===== src/rtl/systolic_pkg.sv =====
// Shared types for the systolic array drain path: FSM state and index sizing.
package systolic_pkg;

  typedef enum logic [1:0] {
    IDLE    = 2'd0,
    CAPTURE = 2'd1,
    DRAIN   = 2'd2
  } drain_state_t;

  // A single-word array still needs a one-bit index.
  function automatic int idx_width(input int words);
    return (words > 1) ? $clog2(words) : 1;
  endfunction

endpackage


===== src/rtl/systolic_drain_buf.sv =====
// Snapshot of all PE accumulators; loaded only when cap_en is high.
// The output word is a pure mux of the snapshot by idx, with no added latency.
module systolic_drain_buf
  import systolic_pkg::*;
#(
  parameter int n     = 16,
  parameter int words = 16,
  parameter int iw    = 4
) (
  input  logic               clk,
  input  logic               rst,
  input  logic               cap_en,
  input  logic [words*n-1:0] s_in,
  input  logic [iw-1:0]      idx,
  output logic [n-1:0]       word
);

  logic [words-1:0][n-1:0] snap_q, snap_d;

  always_comb begin
    snap_d = snap_q;
    if (cap_en) begin
      snap_d = s_in;
    end
  end

  always_ff @(posedge clk or negedge rst) begin
    if (!rst) begin
      snap_q <= '0;
    end else begin
      snap_q <= snap_d;
    end
  end

  assign word = snap_q[idx];

endmodule


===== src/rtl/systolic_drain.sv =====
// Snapshots the array on start, pulses clr_out, then streams words row-major. Latency: clr_out at +1, first word at +2.
// The stream holds its word while out_rdy is low; start is only accepted in IDLE.
module systolic_drain
  import systolic_pkg::*;
#(
  parameter int n    = 16,
  parameter int size = 4
) (
  input  logic                    clk,
  input  logic                    rst,
  input  logic                    start,
  input  logic [size*size*n-1:0]  s_in,
  output logic                    clr_out,
  output logic                    busy,
  output logic                    out_val,
  input  logic                    out_rdy,
  output logic [n-1:0]            out_msg,
  output logic                    out_last
);

  localparam int WORDS = size * size;
  localparam int IW    = idx_width(WORDS);
  localparam logic [IW-1:0] LAST_IDX = IW'(WORDS - 1);

  drain_state_t   state_q, state_d;
  logic [IW-1:0]  idx_q, idx_d;
  logic           capture;
  logic [n-1:0]   word;

  systolic_drain_buf #(
    .n     (n),
    .words (WORDS),
    .iw    (IW)
  ) u_buf (
    .clk    (clk),
    .rst    (rst),
    .cap_en (capture),
    .s_in   (s_in),
    .idx    (idx_q),
    .word   (word)
  );

  always_comb begin
    state_d  = state_q;
    idx_d    = idx_q;
    capture  = 1'b0;
    clr_out  = 1'b0;
    busy     = (state_q != IDLE);
    out_val  = 1'b0;
    out_last = 1'b0;
    out_msg  = '0;
    case (state_q)
      IDLE: begin
        if (start) begin
          state_d = CAPTURE;
        end
      end
      CAPTURE: begin
        // Snapshot and clear share an edge, so the buffer sees pre-clear sums.
        capture = 1'b1;
        clr_out = 1'b1;
        idx_d   = '0;
        state_d = DRAIN;
      end
      DRAIN: begin
        out_val  = 1'b1;
        out_msg  = word;
        out_last = (idx_q == LAST_IDX);
        if (out_rdy) begin
          if (idx_q == LAST_IDX) begin
            state_d = IDLE;
          end else begin
            idx_d = idx_q + 1'b1;
          end
        end
      end
      default: begin
        state_d = IDLE;
      end
    endcase
  end

  always_ff @(posedge clk or negedge rst) begin
    if (!rst) begin
      state_q <= IDLE;
      idx_q   <= '0;
    end else begin
      state_q <= state_d;
      idx_q   <= idx_d;
    end
  end

endmodule


===== config.mk =====
export PLATFORM = sky130hd
export DESIGN_NAME = systolic_drain
export DESIGN_NICKNAME = d
export VERILOG_FILES = /design/src/rtl/systolic_pkg.sv /design/src/rtl/systolic_drain_buf.sv /design/src/rtl/systolic_drain.sv
export SDC_FILE = /design/constraint.sdc
export NUM_CORES = 1
export LEC_CHECK = 0
export ABC_AREA = 1
export BUFFER_PORTS_ARGS = -buffer_cell sky130_fd_sc_hd__buf_2
export CAP_MARGIN = 20
export CORE_MARGIN = 2
export CORE_UTILIZATION = 50
export CTS_CLUSTER_DIAMETER = 200
export DETAILED_ROUTE_END_ITERATION = 8
export PLACE_DENSITY_LB_ADDON = 0.3
export SLEW_MARGIN = 15
export SYNTH_ARGS = -nofsm -noshare
export SYNTH_HDL_FRONTEND = slang
export SYNTH_SLANG_ARGS = --single-unit
export TNS_END_PERCENT = 100

===== constraint.sdc =====
create_clock -name clk -period 3.1 [get_ports clk]
set_clock_uncertainty 0.15 [all_clocks]
set_input_delay 0.155 -clock clk [delete_from_list [all_inputs] [get_ports clk]]
set_output_delay 0.155 -clock clk [all_outputs]
set_load 0.03 [all_outputs]

After elaboration in Yosys (flattened, before gate mapping)
Index checks and enable logic that the tools add are counted.
{"block": "classes", "n_lt_le_gt_ge": 1, "mux": 13, "reduce_logical": 5, "eq_ne": 7, "add_sub_neg": 1}
{"op": "$bmux 16 s4", "n": 1}
{"op": "$mux 16", "n": 2}
{"op": "$mux 4", "n": 2}
{"op": "$ne 2x2->1 const B", "n": 4}
{"op": "$pmux 4 s2", "n": 1}
{"op": "$mux 2", "n": 3}
{"op": "$pmux 2 s3", "n": 1}
{"op": "$reduce_and 3->1", "n": 2}
{"op": "$lt 4x5->1 const B", "n": 1}
{"op": "$add 4x1->4 const B", "n": 1}
{"op": "$eq 4x4->1 const B", "n": 1}
{"op": "$reduce_bool 2->1", "n": 2}
{"op": "$mux 1", "n": 3}
{"op": "$eq 2x1->1 const B", "n": 1}
{"op": "$eq 2x2->1 const B", "n": 1}
{"op": "$logic_not 2->1", "n": 1}
{"block": "word_totals", "regBits": 262, "output_inout_bits": 20, "inputBits": 260}

Longest topological paths before layout
Gate-level depths: netlist of run 1.
{"block": "logic_depth", "ltp_word": 4, "ltp_mapped": 9, "ltp_nobuf": 7}

Cells and area by module
Synthesis of run 1 repeated with hierarchy kept, for this count alone.
{"block": "hier_totals", "cells_unflattened": 1706, "area_unflattened_um2": 12867.3}
{"mod": "systolic_drain_buf", "seq_area_each_um2": 6406.1, "instances": 1, "area_each_um2": 12399.4, "cells_each": 1632}
{"mod": "systolic_drain", "seq_area_each_um2": 150.1, "instances": 1, "area_each_um2": 467.9, "cells_each": 74}

Worst setup path after synthesis of run 1
Ideal clock, no wire load.
{"block": "synth_timing", "kind": "flip-flop to output port", "start": "register state_q[1]", "end": "output out_msg[10]", "path_slack_ps": 1191, "required_time_ps": 2795, "arrival_ps": 1604, "n_path_buf": 1, "stages_incl_launch_ff": 6, "path_cell_list": "dfrtp_1 > inv_1 > nor2_4 > clkinv_1 > buf_2 > a21oi_1"}
{"block": "synth_via", "elab_chain_len": 2}
{"item": "start, declared", "line_no": "systolic_drain.sv:25", "rtl": "drain_state_t state_q, state_d;"}
{"item": "start signal, assigned", "line_no": "systolic_drain.sv:88", "rtl": "state_q <= state_d;"}
{"item": "$eq 2x2->1", "line_no": "systolic_drain.sv:52", "rtl": "case (state_q)"}
{"item": "$mux 16", "line_no": "systolic_drain.sv:52"}
{"item": "end, declared", "line_no": "systolic_drain.sv:17", "rtl": "output logic [n-1:0] out_msg,"}
No other way between the ends.

Worst setup path in the final report of run 1
{"block": "layout_timing", "start": "register idx_q[1]", "end": "output out_msg[2]"}
{"block": "layout_via", "elab_chain_len": 3}
{"item": "start, declared", "line_no": "systolic_drain.sv:26", "rtl": "logic [IW-1:0] idx_q, idx_d;"}
{"item": "start signal, assigned", "line_no": "systolic_drain.sv:89", "rtl": "idx_q <= idx_d;"}
{"item": "$bmux 16 s4", "line_no": "systolic_drain_buf.sv:35", "rtl": "assign word = snap_q[idx];"}
{"item": "$mux 16 (implied by the code)", "line_no": "systolic_drain_buf.sv:35"}
{"item": "$mux 16", "line_no": "systolic_drain.sv:52"}
No other way between the ends. The select of a mux whose other input is x is not followed.

==> metrics.txt, run 1 <==
WP data required roughly 2.8 ns; Fin Setup TNS 0 ns; f_max between 300 and 400 MHz; clk sinks 262; drt drc 0; final hold vios 0; nets@finish ~2,500; CP cell instances inv_2, buf_4, nor2_1, nand2_1, nand3_1, nand3_1, a21oi_1, buf_2; final instance area roughly 18,000 um^2; Cell variety after synth 21; TritonCTS Buffers 28; GR Util met2 about three fifths; Routed Wire Length 47.8 mm; RSZ-0062 raised after global routing no; GRT Overall Usage a little over a third; Post-synth top cells 647 x nand2_1, 262 x dfrtp_1, 197 x inv_1, 195 x o21ai_0, 163 x nand3_1; Seq/Total Area, Yosys just over 50%; drt initial violations between 1,500 and 2,000; Synth top area share 51.0%; number of synthesized register bits 262; Final GP Congestion about 0.9; Syn. warnings 0; Place WS about 0.67 ns; number of global-route vias before repair 13,600; DR vias/cell approximately 5.3; initial antenna violation count 1; Reg area between 6000 and 7000 um^2; routing usage on met3 slightly above 7%; root buffer cell clkbuf_16; initial core utilization 51.1%; Critical Path Start Type register; Antenna Nets Post-Route 0; Post-Syn Area approximately 13,000 um^2; worst skew pair latency 0.54 ns; total number of vias about 14,000; Mapped Nets 1,994; Top cell by count, worst path nand3_1; peak supply drop between 0.5 and 0.6 mV; site row count 58; Area after DPL between 10,000 and 15,000 um^2; chip width between 150 and 200 um; Final setup viols 0; crit-path max FO 25; Area Growth Syn to Fin 38.3%; synth top area cells dfrtp_1 51%, nand2_1 19%, o21ai_0 7.6%; HP Class in2async; final worst setup slack roughly 0.15 ns; share of layout cells above drive strength 1 around 16%; Die Ht ~160 um; Critical-path top delay cell dfrtp_4; met1 Track Usage GR a little under half; Core ar. ~25,000 um^2; largest net degree at the start of global routing between 200 and 300; First-pass DRT Iterations 7; crit end category primary output; cell taking the most area after synthesis dfrtp_1; Tmin final just under 3 ns; area of the multi-input gates about 4900 um^2; Synth async-reset ratio 100%; # IOs 280; Longest Clk Path Bufs 3; CP peak stage delay roughly 0.49 ns; family with the most delay on the worst path buffers and inverters; post-DP HPWL about 30 mm; total power approximately 0.017 W; H-tree Lvls 1; cells after synthesis approximately 1,700; CTS tree done; Filler cells 1,851; fin crit share 95.2%; top-count cell post-synth nand2_1; Max-Cap Viols 0; clock slew at reported path FFs approximately 0.060 ns; Mean Syn Cell Area 7.42 um^2; CP Buf/Inv Count 3; EDFF count, synth 0; Remaining Overflow, GRT 0; WS Path Type reg2out; Top Usage Layer GRT met2; Pins Over Slew Limit 0; Critical Path AT between 2 and 3 ns; status completed; Pleak about 9.0 nW; number of port buffers about 280; Power per Cell Area about 970 nW/um^2; hold_ws between 0.1 and 0.15 ns; die area roughly 27,000 um^2; Worst slew margin approximately two fifths; global-route wire length before repair 73.1 mm; Worst-Margin Slew 0.914 ns; Routed WL per cell ~19 um; main flop type after synthesis dfrtp_1
[cells by family (layout without fill, tap and decap cells)]
logic type	Yosys count	after routing	share of synthesized area (%)
buf+inv	312	811	11.3
simple gates	944	944	29.3
compound gates	214	214	8.35
other cells	0	1	0
flops	262	262	51.0
fa+ha+maj	1	1	0.0973
[report_power, final]
part	internal [W]	switching, W	total, W
clock	0.00202	0.00140	0.00341
sequential	0.00518	0.000783	0.00596
combinational	0.00250	0.00538	0.00789
[worst paths after layout]
kind                                                 end  slack, ns                     startpoint  cells past startpoint
max                                           out_msg[2]       0.15           idx_q[1]$_DFFE_PN0P_                      8
min                        u_buf.snap_q[208]$_DFFE_PN0P_       0.10                            rst                      3
max reg2reg                         idx_q[0]$_DFFE_PN0P_       1.04           idx_q[0]$_DFFE_PN0P_                      7
min reg2reg                u_buf.snap_q[192]$_DFFE_PN0P_       0.32  u_buf.snap_q[192]$_DFFE_PN0P_                      2
max in group asynchronous  u_buf.snap_q[113]$_DFFE_PN0P_       1.59                            rst                      3
min in group clk           u_buf.snap_q[165]$_DFFE_PN0P_       0.19                      s_in[165]                      4
[cell usage in the layout, fill, tap and decap left out]
master and count:
buf_12 8, clkinvlp_4 1, diode_2 1, dlygate4sd3_1 260
clkbuf_16 29, inv_1 197, o21ai_1 1, clkbuf_8 6
inv_2 4, buf_6 1, clkbuf_1 7, buf_2 278
dfrtp_1 260, o211ai_1 1, nand2_1 647, ha_1 1
buf_4 10, bufinv_16 2, nor2_1 130, clkinv_4 1
o21ai_0 195, nor2_4 2, clkinv_1 2, clkinv_2 4
nor3_1 1, dfrtp_4 2, nor3b_1 1, nand3_1 163
a21oi_1 17, buf_8 1
[stage by stage]
stage	std cells	utilization (%)
2_1_floorplan	1733	-
3_3_place_gp	2252	56.6
3_5_place_dp	2252	56.6
4_1_cts	2562	70.6
5_1_grt	2563	70.6
6_report	2563	70.6
[worst min-delay path, cell delays in order]
cell and delay (ns):
dlygate4sd3_1 0.56, buf_8 0.13, buf_12 0.38
[flip-flops by register name, indices dropped and copies added, names as in the netlist]
register	count
u_buf.snap_q	256
idx_q	4
state_q	2
[what timing repair did]
| item | 4_1_cts | 5_1_grt |
|---|---|---|
| hold endpoints to repair | 523 | 0 |
| endpoints found under the setup margin | 0 | 2 |
| hold buffers | 260 | 0 |
| buffers inserted | 0 | 0 |
| gates resized for setup | 0 | 1 |
[cell type report]
| type | count | area share (%) |
|---|---|---|
| clock inverter | 8 | 0.542 |
| tap | 330 | 2.32 |
| clock buffer | 42 | 4.69 |
| antenna | 1 | 0.0141 |
| multi-input combinational | 1159 | 27.3 |
| inverter | 203 | 4.29 |
| sequential | 262 | 36.9 |
| timing repair buffer | 558 | 23.9 |
[metal layers]
layer / wire length (um) / up-vias / share of wire [%]
met3: 4370 / 158 / 9.1
met2: 22600 / 815 / 47
li1: - / 6272 / -
met1: 18700 / 6426 / 39
met4: 2210 / 0 / 4.6
met5: 0 / - / 0
Power figures use the tool's default switching activity.
==> run 2: changes to the inputs <==
--- a/config.mk
+++ b/config.mk
@@ -8,8 +8,11 @@
 export ABC_AREA = 1
 export BUFFER_PORTS_ARGS = -buffer_cell sky130_fd_sc_hd__buf_2
 export CAP_MARGIN = 20
+export CELL_PAD_IN_SITES_DETAIL_PLACEMENT = 1
+export CELL_PAD_IN_SITES_GLOBAL_PLACEMENT = 1
+export CORE_ASPECT_RATIO = 2
 export CORE_MARGIN = 2
-export CORE_UTILIZATION = 50
+export CORE_UTILIZATION = 42
 export CTS_CLUSTER_DIAMETER = 200
 export DETAILED_ROUTE_END_ITERATION = 8
 export PLACE_DENSITY_LB_ADDON = 0.3
==> constraint.sdc (replaced) <==
create_clock -name clk -period 3.1 [get_ports clk]
set_clock_uncertainty 0.15 [all_clocks]
set_input_delay 0.155 -clock clk [delete_from_list [all_inputs] [get_ports clk]]
set_output_delay 0.155 -clock clk [all_outputs]
set_load 0.01 [all_outputs]
==> run 2 against run 1 <==
Count of clock-buffer cells in the layout shrank 5. Sequential share of layout area grew 0.12 points. Flip-flop and latch count is the same.
==> metrics.txt, run 2 (synthesis gave the netlist of run 1 again) <==
site row count 90 (was 58); Routed WL per cell 23.4 um (was 18.7 um); Place WS 0.777 ns (was 0.671 ns); CP cell instances buf_16, nor2_1, nor2_1, nand2_1, nand3_1, nand3_1, a21oi_1, buf_2 (was inv_2, buf_4, nor2_1, nand2_1, nand3_1, nand3_1, a21oi_1, buf_2); final worst setup slack 0.0816 ns (was 0.150 ns); initial antenna violation count 5 (was 1); number of port buffers 279 (unchanged); post-CTS setup buffers 0 (unchanged); chip width 128 um (was 164 um); Remaining Overflow, GRT 0 (unchanged); drt drc 0 (unchanged); final hold vios 0 (unchanged); Regs by FF count u_buf.snap_q (256), idx_q (4), state_q (2) (unchanged); Area Growth Syn to Fin 37.8% (was 38.3%); GRT Overall Usage 37.7% (was 35.5%); Antenna Nets Post-Route 0 (unchanged); TritonCTS Buffers 25 (was 28); largest net degree at the start of global routing 188 (was 255); First-pass DRT Iterations 5 (was 7); Reg area 6560 um^2 (unchanged); worst skew pair latency 0.54 ns (about the same); CP peak stage delay 0.61 ns (was 0.49 ns); clk sinks 262 (unchanged); crit end category primary output (unchanged); drt initial violations 1,119 (was 1,610); Critical Path AT 2.71 ns (was 2.65 ns); Critical Path Start Type register (unchanged); Fin Setup TNS 0 ns (unchanged); post-DP HPWL 35.6 mm (was 29.3 mm); crit-path max FO 92 (was 25); HP Class in2async (unchanged); DR vias/cell 5.40 (was 5.33); nets@finish 2,472 (was 2,473); Final setup viols 0 (unchanged); largest reg by FF count u_buf.snap_q (unchanged); Reg2Reg Setup Slack 0.85 ns (was 1.04 ns); Critical-path top delay cell dfrtp_4 (unchanged); WS Path Type reg2out (unchanged); Core ar. 30,200 um^2 (was 25,200 um^2); Longest Clk Path Bufs 3 (unchanged); Worst slew margin 31.1% (was 39.1%); Tmin final 3.02 ns (was 2.95 ns); Filler cells 3,754 (was 1,851); max reg flops 256 (unchanged); Die Ht 251 um (was 164 um); Final GP Congestion 0.915 (was 0.906); WP data required 2.79 ns (about the same); fin crit share 97.4% (was 95.2%); clock slew at reported path FFs 0.08 ns (was 0.06 ns); CTS tree done (unchanged); total number of vias 14,100 (was 13,700); root buffer cell clkbuf_16 (unchanged); number of global-route vias before repair 15,700 (was 13,600); share of layout cells above drive strength 1 15.6% (about the same); peak supply drop 0.539 mV (was 0.530 mV); global-route wire length before repair 91.0 mm (was 73.1 mm); most frequent cells in the layout 647 x nand2_1, 278 x buf_2, 260 x dfrtp_1, 259 x dlygate4sd3_1, 197 x inv_1 (was 647 x nand2_1, 278 x buf_2, 260 x dlygate4sd3_1, 260 x dfrtp_1, 197 x inv_1); Power per Cell Area 970 nW/um^2 (was 971 nW/um^2); H-tree Lvls 1 (unchanged); area of the multi-input gates 4850 um^2 (unchanged); Pins Over Slew Limit 0 (unchanged); commonest non-fill, non-tap cell in the layout nand2_1 (unchanged); die area 32,100 um^2 (was 27,000 um^2); Max-Cap Viols 0 (unchanged); initial core utilization 42.6% (was 51.1%); Worst-Margin Slew 1.03 ns (was 0.914 ns); status completed (unchanged); # IOs 280 (unchanged); f_max 331 MHz (was 339 MHz); Pleak 8.96 nW (was 9.02 nW); Routed Wire Length 60.8 mm (was 47.8 mm)
[run 2: changes by cell type in the layout (fill, tap and decap cells not counted), sizes merged]
| cell | delta |
|---|---|
| buf | +3 |
| bufinv | -2 |
| clkinv | -1 |
| dlygate4sd3 | -1 |
| diode | +5 |
| clkbuf | -5 |
| clkinvlp | +2 |
[run 2: what timing repair did]
action                     CTS  global route
gates resized for setup      0             1
hold buffers               259             0
hold endpoints to repair   371             0
setup endpoints to repair    0             1
[run 2: final timing paths]
kind	start	end	cells past startpoint
setup reg to reg	idx_q[0]$_DFFE_PN0P_	idx_q[0]$_DFFE_PN0P_	7
max in group asynchronous	rst	u_buf.snap_q[175]$_DFFE_PN0P_	3
hold reg to reg	u_buf.snap_q[1]$_DFFE_PN0P_	u_buf.snap_q[1]$_DFFE_PN0P_	2
min in group clk	s_in[183]	u_buf.snap_q[183]$_DFFE_PN0P_	4
setup / recovery	idx_q[0]$_DFFE_PN0P_	out_msg[14]	8
hold / removal	rst	u_buf.snap_q[237]$_DFFE_PN0P_	2
[run 2: power by group]
group | total [W] | leakage, nW | internal, W | switching (W)
clock network | 0.00308 | 0.380 | 0.00165 | 0.00143
logic | 0.00807 | 5.55 | 0.00249 | 0.00558
registers | 0.00605 | 3.03 | 0.00518 | 0.000868
total | 0.0172 | 8.96 | 0.00932 | 0.00787
[run 2: stage by stage]
stage          hold WS (ns)  utilization, %  instances  total power, W  area [um^2]
6_report             0.0823            58.7       2602          0.0172        17700
5_1_grt               0.205            58.7       2601          0.0181        17700
4_1_cts               0.179            58.6       2596          0.0166        17700
3_5_place_dp          0.172            47.5       2293          0.0132        14300
3_3_place_gp          0.160            47.5       2293          0.0129        14300
2_1_floorplan        -0.291               -       1733          0.0105        12900
[run 2: final cells by class]
class / instances / area share [%]
Sequential cell: 262 / 37.0
Multi-Input combinational cell: 1159 / 27.4
Timing Repair Buffer: 560 / 24.2
Inverter: 203 / 4.30
Clock buffer: 37 / 4.18
Tap cell: 368 / 2.60
Clock inverter: 7 / 0.240
Antenna cell: 6 / 0.0847
[run 2: layer usage]
metal | GRT usage, % | up-vias | part of all wire (%)
met5 | 0 | - | 0
met4 | 30.0 | 0 | 9.3
met3 | 4.35 | 256 | 4.5
met2 | 68.0 | 637 | 52
met1 | 38.7 | 6897 | 34
li1 | - | 6266 | -
[run 2: worst max-delay path: cells and delay by family (launching register included)]
family,cells,cell delay (ns)
buf+inv,2,0.55
compound gates,1,0.22
simple gates,5,0.70
flops,1,0.61
